## config.mk

```make
export PLATFORM = sky130hd
export DESIGN_NAME = conv3x3_engine
export DESIGN_NICKNAME = d
export VERILOG_FILES = /design/src/rtl/conv3x3_engine.sv
export SDC_FILE = /design/constraint.sdc
export NUM_CORES = 2
export LEC_CHECK = 0
export CORE_MARGIN = 5
export CORE_UTILIZATION = 64
export CTS_BUF_LIST = sky130_fd_sc_hd__clkbuf_8
export CTS_CLUSTER_DIAMETER = 80
export DETAILED_ROUTE_END_ITERATION = 12
export GPL_ROUTABILITY_DRIVEN = 0
export PLACE_DENSITY = 0.83
export SLEW_MARGIN = 20
export SYNTH_ARGS = -nofsm -noshare
export SYNTH_HDL_FRONTEND = slang
export SYNTH_SLANG_ARGS = --single-unit
```

## constraint.sdc

```tcl
create_clock -name clk -period 11.3 [get_ports clk]
set_input_delay 1.695 -clock clk [delete_from_list [all_inputs] [get_ports clk]]
set_output_delay 1.695 -clock clk [all_outputs]
set_load 0.03 [all_outputs]
```

## src/rtl/conv3x3_engine.sv

```systemverilog
// 3x3 convolution engine with a serially loaded signed kernel.
//
// A kernel of nine signed coefficients is shifted in on k_data/k_valid after a
// k_start pulse. Once all nine are held, each enable_mult cycle presents one
// unsigned 3x3 pixel window (w1..w9, row-major). The windows are multiplied,
// summed through a three-stage pipeline and emitted on out_data/out_valid, with
// row_end/frame_end marking the last valid output of a row/frame.
//
// Ports:
//   clk, resetn                   clock (rising edge), asynchronous active-low reset
//   w1..w9                        unsigned pixel window
//   enable_mult                   window valid this cycle (used in RUN only)
//   k_start, k_valid, k_data      kernel load control and signed coefficient
//   kernel_ready                  high while in RUN
//   out_data, out_valid           signed result and its qualifier
//   row_end, frame_end            last-output-of-row / last-output-of-frame flags
module conv3x3_engine #(
    parameter int  DATA_WIDTH = 8,
    parameter int  IMG_WIDTH  = 4,
    parameter int  IMG_HEIGHT = 4,
    parameter int  RELU       = 1,
    localparam int ACC_WIDTH  = 2 * DATA_WIDTH + 4
) (
    input  logic                  clk,
    input  logic                  resetn,
    input  logic [DATA_WIDTH-1:0] w1,
    input  logic [DATA_WIDTH-1:0] w2,
    input  logic [DATA_WIDTH-1:0] w3,
    input  logic [DATA_WIDTH-1:0] w4,
    input  logic [DATA_WIDTH-1:0] w5,
    input  logic [DATA_WIDTH-1:0] w6,
    input  logic [DATA_WIDTH-1:0] w7,
    input  logic [DATA_WIDTH-1:0] w8,
    input  logic [DATA_WIDTH-1:0] w9,
    input  logic                  enable_mult,
    input  logic                  k_start,
    input  logic                  k_valid,
    input  logic [DATA_WIDTH-1:0] k_data,
    output logic                  kernel_ready,
    output logic [ACC_WIDTH-1:0]  out_data,
    output logic                  out_valid,
    output logic                  row_end,
    output logic                  frame_end
);

    localparam int PROD_WIDTH = 2 * DATA_WIDTH + 1;
    localparam int SUM_WIDTH  = PROD_WIDTH + 2;
    localparam int COL_W      = (IMG_WIDTH > 1) ? $clog2(IMG_WIDTH) : 1;
    localparam int ROW_W      = (IMG_HEIGHT > 1) ? $clog2(IMG_HEIGHT) : 1;

    localparam logic [COL_W-1:0] COL_ISSUE_MAX = COL_W'(IMG_WIDTH - 3);
    localparam logic [COL_W-1:0] COL_LAST      = COL_W'(IMG_WIDTH - 1);
    localparam logic [ROW_W-1:0] ROW_LAST      = ROW_W'(IMG_HEIGHT - 3);

    typedef enum logic [1:0] {StIdle, StLoad, StRun} state_e;

    state_e state_q, state_d;

    logic [DATA_WIDTH-1:0]        pix     [9];
    logic signed [DATA_WIDTH-1:0] coef_q  [9];
    logic [3:0]                   idx_q;
    logic [COL_W-1:0]             col_q;
    logic [ROW_W-1:0]             row_q;

    logic load_fire, run_fire, issue, last_col, col_wrap, row_last;

    logic signed [PROD_WIDTH-1:0] prod_d [9];
    logic signed [PROD_WIDTH-1:0] prod_q [9];
    logic signed [SUM_WIDTH-1:0]  sum_d  [3];
    logic signed [SUM_WIDTH-1:0]  sum_q  [3];
    logic signed [ACC_WIDTH-1:0]  total_d;

    logic v1_q, re1_q, fe1_q;
    logic v2_q, re2_q, fe2_q;

    always_comb begin
        pix[0] = w1; pix[1] = w2; pix[2] = w3;
        pix[3] = w4; pix[4] = w5; pix[5] = w6;
        pix[6] = w7; pix[7] = w8; pix[8] = w9;
    end

    // k_start overrides every other input, in every state.
    always_comb begin
        state_d = state_q;
        if (k_start) begin
            state_d = StLoad;
        end else begin
            case (state_q)
                StLoad:  if (k_valid && idx_q == 4'd8) state_d = StRun;
                default: ;
            endcase
        end
    end

    assign load_fire = !k_start && (state_q == StLoad) && k_valid;
    assign run_fire  = !k_start && (state_q == StRun) && enable_mult;
    assign last_col  = (col_q == COL_ISSUE_MAX);
    assign col_wrap  = (col_q == COL_LAST);
    assign row_last  = (row_q == ROW_LAST);
    // The two rightmost columns straddle a row boundary, so they are counted only.
    assign issue     = run_fire && (col_q <= COL_ISSUE_MAX);

    always_ff @(posedge clk or negedge resetn) begin
        if (!resetn) begin
            state_q      <= StIdle;
            kernel_ready <= 1'b0;
        end else begin
            state_q      <= state_d;
            kernel_ready <= (state_d == StRun);
        end
    end

    always_ff @(posedge clk or negedge resetn) begin
        if (!resetn) begin
            for (int i = 0; i < 9; i++) coef_q[i] <= '0;
            idx_q <= '0;
            col_q <= '0;
            row_q <= '0;
        end else if (k_start) begin
            idx_q <= '0;
            col_q <= '0;
            row_q <= '0;
        end else begin
            if (load_fire) begin
                for (int i = 0; i < 9; i++) begin
                    if (idx_q == 4'(i)) coef_q[i] <= k_data;
                end
                idx_q <= idx_q + 4'd1;
            end
            if (run_fire) begin
                if (col_wrap) begin
                    col_q <= '0;
                    row_q <= row_last ? '0 : row_q + ROW_W'(1);
                end else begin
                    col_q <= col_q + COL_W'(1);
                end
            end
        end
    end

    // Pixels are zero-extended so they stay non-negative in signed arithmetic.
    always_comb begin
        for (int i = 0; i < 9; i++) begin
            prod_d[i] = $signed({{(DATA_WIDTH + 1){1'b0}}, pix[i]})
                      * $signed({{(DATA_WIDTH + 1){coef_q[i][DATA_WIDTH-1]}}, coef_q[i]});
        end
    end

    always_comb begin
        for (int r = 0; r < 3; r++) begin
            sum_d[r] = {{2{prod_q[3*r][PROD_WIDTH-1]}}, prod_q[3*r]}
                     + {{2{prod_q[3*r+1][PROD_WIDTH-1]}}, prod_q[3*r+1]}
                     + {{2{prod_q[3*r+2][PROD_WIDTH-1]}}, prod_q[3*r+2]};
        end
        total_d = {sum_q[0][SUM_WIDTH-1], sum_q[0]}
                + {sum_q[1][SUM_WIDTH-1], sum_q[1]}
                + {sum_q[2][SUM_WIDTH-1], sum_q[2]};
        if (RELU != 0 && total_d[ACC_WIDTH-1]) total_d = '0;
    end

    always_ff @(posedge clk or negedge resetn) begin
        if (!resetn) begin
            for (int i = 0; i < 9; i++) prod_q[i] <= '0;
            for (int r = 0; r < 3; r++) sum_q[r] <= '0;
            v1_q      <= 1'b0; re1_q <= 1'b0; fe1_q <= 1'b0;
            v2_q      <= 1'b0; re2_q <= 1'b0; fe2_q <= 1'b0;
            out_valid <= 1'b0;
            row_end   <= 1'b0;
            frame_end <= 1'b0;
            out_data  <= '0;
        end else begin
            if (k_start) begin
                v1_q      <= 1'b0; re1_q <= 1'b0; fe1_q <= 1'b0;
                v2_q      <= 1'b0; re2_q <= 1'b0; fe2_q <= 1'b0;
                out_valid <= 1'b0;
                row_end   <= 1'b0;
                frame_end <= 1'b0;
            end else begin
                v1_q      <= issue;
                re1_q     <= issue && last_col;
                fe1_q     <= issue && last_col && row_last;
                v2_q      <= v1_q;
                re2_q     <= re1_q;
                fe2_q     <= fe1_q;
                out_valid <= v2_q;
                row_end   <= re2_q;
                frame_end <= fe2_q;
            end
            if (issue) begin
                for (int i = 0; i < 9; i++) prod_q[i] <= prod_d[i];
            end
            if (v1_q) begin
                for (int r = 0; r < 3; r++) sum_q[r] <= sum_d[r];
            end
            if (v2_q && !k_start) out_data <= total_d;
        end
    end

endmodule

```

### Word level (Yosys, flattened, before mapping)

Index checks and enable logic that the tools add are counted.

* add/subtract/negate cells: 11
* multiply operators: 9
* div/mod/pow operators: 0
* order comparisons: 1
* equality and inequality tests: 14
* shift-type cells: 0
* muxes and demuxes: 22
* bitwise operators: 1
* reductions and logical operators: 24

Operators by type and width (number)
* $mul 9x8->17: 9
* $add 18x17->19: 3
* $add 17x17->18: 3
* $reduce_and 3->1: 9
* $add 19x19->20: 1
* $add 20x20->20: 1
* $mux 2: 10
* $mux 19: 1
* $eq 4x3->1 const B: 4
* $logic_and 1x1->1: 9
* $mux 1: 9
* $eq 4x2->1 const B: 2
* $mux 4: 2
* $eq 2x1->1 const B: 3
* $eq 2x2->1 const B: 3
* $reduce_bool 2->1: 3
* $add 2x1->2 const B: 2
* $add 4x1->4 const B: 1
* $eq 4x1->1 const B: 1
* $eq 4x4->1 const B: 1
* $logic_not 4->1: 1
* $le 2x1->1 const B: 1
* $reduce_and 2->1: 1
* $logic_not 1->1: 1
* $not 1->1: 1

* bits in registers: 322
* latch bits: 0
* bits in writable memories: 0
* ROM bits: 0
* input bits: 85
* output and inout port bits: 24
* word-level logic and storage cells: 118
* memories: 0

### Logic depth before layout (Yosys ltp)

* depth in word-level cells: 7
* depth in mapped cells: 19
* depth with buffers taken out: 19

### Least setup slack after synthesis

OpenSTA, ideal clock, no wires.

* path kind: input to register
* start point: in w3[5]
* end point: reg prod_q[117] (netlist name)
* setup time: 0.133 ns
* data arrival time: 5.342 ns
* required time: 11.167 ns
* slack: 5.825 ns
* cell stages on the path: 16
* path buffers: 0
* path through: and2_1 fa_1 inv_1 fa_1 inv_1 fa_1 inv_1 fa_1 inv_1 ha_1 inv_1 o21ai_1 a2111o_1 a311oi_1 xor2_1 o21ai_0

* longest elaborated chain between the ends: 1

Ends and longest elaborated chain
* start, declared: RTL line 28 `input logic [DATA_WIDTH-1:0] w3,`
* $mul 9x8->17: RTL line 145 `* $signed({{(DATA_WIDTH + 1){coef_q[i][DATA_WIDTH-1]}}, coef_q[i]});`
* end, declared: RTL line 68 `logic signed [PROD_WIDTH-1:0] prod_q [9];`

Every way passes these cells.
A chain may end at the register's enable or synchronous reset.

### Final worst setup path

* start point: in w3[5]
* end point: reg prod_q[114] (netlist name)

The elaborated chain is that of the path after synthesis.

==> results.md <==
* Max-slew headroom at around 23%
* Mapped cell area at ~35000 µm²
* # rows at 86
* Reg-to-reg startpoint: coef_q[42]
* Net Count, Synth at around 4600
* Worst slew pin tran at ~1200 ps
* Die Y at ~250 µm
* DRT Pass-1 Iters at 5
* Share of cells above drive strength 1 at about 4.3%
* Met2 WL at around 41000 µm
* Most common cell in the netlist: inv_1
* P per Cell Area at ~150 nW/µm²
* Die area at around 60000 µm²
* CTS Root Cell: clkbuf_8
* Slew Limit Fails at 0
* Seq pwr share at ~22%
* Routed length on met1 at between 30000 and 40000 µm
* Final setup fails at 0
* Hold crit path type: flop to flop
* FF+latch count, synth at around 320
* Min setup slack post-route at 5603 ps
* Post-Syn Area per Cell at just under 10 µm²
* Setup Buffers After CTS at 0
* Critical Path Fanout Max at 8
* Slowest stage delay, CP at roughly 530 ps
* Async SR Flop Fraction at 100.0%
* Final wirelength at around 82000 µm
* GRT overflow at 0
* Placeable Area at between 50000 and 60000 µm²
* Chip Width at 245.4 µm
* Worst skew pair latency at between 600 and 700 ps
* CTS resizes at 0
* Dominant cell type by area after synthesis: fa_1
* Final hold slack at 473.6 ps
* Hold_buf cts at 0
* Setup crit end kind: flop
* Clock Sinks at around 320
* Leakage Power at a little over 20 nW
* R2r endpoint: prod_q[97]
* Hold depth at 1
* Worst Hold Path EP: frame_end
* Highest Signal Layer: met4
* DRC Markers at 0
* Sw Ratio at between 40% and 50%
* Top FF cell, synth: dfrtp_1
* Number of max-cap violations at 0
* Multi-input combinational cell area at 25140 µm²
* Growth of design area from synthesis to finish at 8.899%
* Met3 routed wirelength at 4272 µm
* Clk buf depth at 3
* First-pass GRT wire length at 136300 µm
* Comb pwr share at between 50% and 60%
* WP buf/inv at 5
* EDFF count, synth at 0
* Commonest cells post-synth: 549 x inv_1, 462 x ha_1, 432 x nand2_1
* Initial Util at roughly 64%
* CP arrival at between 6000 and 7000 ps
* Register area at between 8000 and 9000 µm²
* VDD IR max at roughly 0.00020 V
* Fin nets at roughly 4700
* Htree depth at 2
* CTS tree: yes
* Clk_skew at 54.35 ps
* P_sw at 0.002601 W
* Register area share after synthesis at between 20% and 30%
* Clock share of power at around a fifth
* Minimum clock period at between 5000 and 6000 ps
* Drt via density at ~5.7
* Crit share post-route at approximately 50%
* Total number of vias at 25945
* CP startpoint kind: primary input
* Tot Pwr at just under 0.006 W
* Cells after DPL at ~4400
* Critical-path cell list: clkdlybuf4s50_1 -> and2_1 -> fa_1 -> inv_1 -> fa_1 -> inv_1 -> fa_1 -> inv_1 -> fa_1 -> inv_1 -> ha_1 -> o21ai_1 -> a21boi_1 -> o21a_1 -> o41ai_1 -> xor2_1 -> o21ai_0
* P_int at roughly 0.0033 W
* Total track usage at 27.89%
* Status: completed
* Synth Warn # at 0
* DRT antenna net count at 0
* FF-to-FF setup slack at roughly 6600 ps
* Mapped Cells at about 3600
* Largest net degree at the start of global routing at ~240
* Cell variety after synth at 76
* Post-DP HPWL at between 60000 and 70000 µm
* # IOs at 109
* Class of the most critical setup path: primary input to flop
* Fin Setup TNS at 0 ps
* Vias in the first global route at approximately 27000
* Clock buffer count from CTS at 55
* Worst path slowest cell: clkdlybuf4s50_1
* RSZ-0062 raised after global routing: false
* Worst slack at placement at between 4000 and 5000 ps
* Largest cells by area after synthesis: fa_1 23%, dfrtp_1 23%, ha_1 16%
* Port Buffer Count at approximately 110
* Mean routed wirelength per cell at ~18 µm
* Final cell count without fillers at 4558
* Synth top area share at between 20% and 30%
* Clock transition at path regs at 60 ps
* Fin. Hold Viols at 0
* Final-layout fill cell count at around 4000
* Kind of cell adding the most delay to the critical path: adder cells
* Initial antenna violation count at 2
* FMAX at between 0.15 and 0.2 GHz
* R2R cell count at 16
* Iteration-0 DRC Markers at roughly 1700
* Worst Path Required at approximately 12000 ps
* Min-delay src: fe2_q
## stage by stage
step,util [%],cell area [µm²]
3_5_place_dp,67.92,37340
2_1_floorplan,-,35460
5_1_grt,70.18,38590
6_report,70.23,38610
3_3_place_gp,67.92,37340
4_1_cts,70.19,38590
## power by group through the flow
stage | Clock (W) | Sequential (W) | Combinational (W)
after floorplan | 0 | 0.00127 | 0.00258
after global placement | 0 | 0.00133 | 0.00333
after detailed placement | 0 | 0.00133 | 0.00343
after CTS | 0.00122 | 0.00131 | 0.00345
after global routing | 0.00126 | 0.00132 | 0.00393
final | 0.00120 | 0.00131 | 0.00342
## sequential cells by signal, summed over array words and instances, names as in the netlist, 2 cells and up
register and count:
out_data 19, sum_q 57, prod_q 153, idx_q 4, row_q 2, col_q 2
coef_q 72, state_q 2
## cell type report
cell class                      instances  share of cell area, %
Antenna cell                           10                0.06480
Clock buffer                           66                  2.352
Clock inverter                         35                 0.8846
Inverter                              550                  5.346
Multi-Input combinational cell       2710                  65.12
Sequential cell                       321                  20.81
Tap cell                              748                  2.424
Timing Repair Buffer                  118                  3.007
## metal layers
| metal | vias up | GRT usage, % |
|---|---|---|
| li1 | 12062 | - |
| met3 | 177 | 3.880 |
| met4 | 0 | 11.70 |
| met2 | 685 | 47.91 |
| met1 | 13021 | 35.79 |
| met5 | - | 0 |
## cells by family (layout without fill, tap and decap cells)
| group | Yosys count | in the layout | synth area share [%] |
|---|---|---|---|
| other | 1 | 11 | 0.01058 |
| multiplexers | 113 | 113 | 3.592 |
| AND/OR/NAND/NOR | 1069 | 1069 | 15.14 |
| buffers and inverters | 607 | 769 | 6.486 |
| XOR/XNOR | 153 | 153 | 3.779 |
| flip-flops | 321 | 321 | 22.65 |
| AO/OA/AOI/OAI | 505 | 505 | 9.058 |
| adder cells (fa/ha/maj) | 869 | 869 | 39.28 |
## placed cells by master, fill, tap and decap left out, types with 9 or more instances in the layout
| cell type | n |
|---|---|
| and4_1 | 9 |
| o21ai_0 | 142 |
| dfrtp_1 | 320 |
| a221oi_1 | 9 |
| and3_1 | 10 |
| nand2b_1 | 55 |
| nand4_1 | 9 |
| clkinv_2 | 14 |
| nor2_1 | 106 |
| clkbuf_8 | 66 |
| clkdlybuf4s50_1 | 104 |
| o21ai_1 | 51 |
| nand3_1 | 22 |
| a21boi_1 | 9 |
| fa_1 | 407 |
| inv_1 | 557 |
| buf_4 | 10 |
| xnor2_1 | 74 |
| a211oi_1 | 13 |
| a31oi_1 | 17 |
| a41oi_1 | 12 |
| ha_1 | 462 |
| mux2_1 | 70 |
| a22o_1 | 18 |
| o21bai_1 | 11 |
| diode_2 | 10 |
| and2_1 | 350 |
| xor2_1 | 79 |
| mux2_2 | 40 |
| nor3_1 | 22 |
| a21oi_1 | 83 |
| nand2_1 | 432 |
| nor2b_1 | 22 |
| a21o_1 | 67 |
| o31ai_1 | 13 |
| o21a_1 | 16 |
## how the worst max path moves through the flow
stage           from          end  slack (ps)  cells after the start
2_1_floorplan  w3[5]  prod_q[117]        5830                     16
3_3_place_gp   w3[5]  prod_q[117]        5040                     17
3_5_place_dp   w4[5]  prod_q[100]        4980                     17
4_1_cts        w3[5]  prod_q[114]        5650                     17
5_1_grt        w3[5]  prod_q[117]        5390                     17
6_report       w3[5]  prod_q[114]        5600                     17
## worst register-to-register path, delay by kind of cell (launching register included)
| kind | cells | cell delay (ps) |
|---|---|---|
| compound gates | 5 | 1100 |
| xor+xnor | 1 | 180 |
| simple gates | 1 | 230 |
| buf+inv | 4 | 200 |
| fa+ha+maj | 5 | 2300 |
| flops | 1 | 490 |
Power figures use the tool's default switching activity.
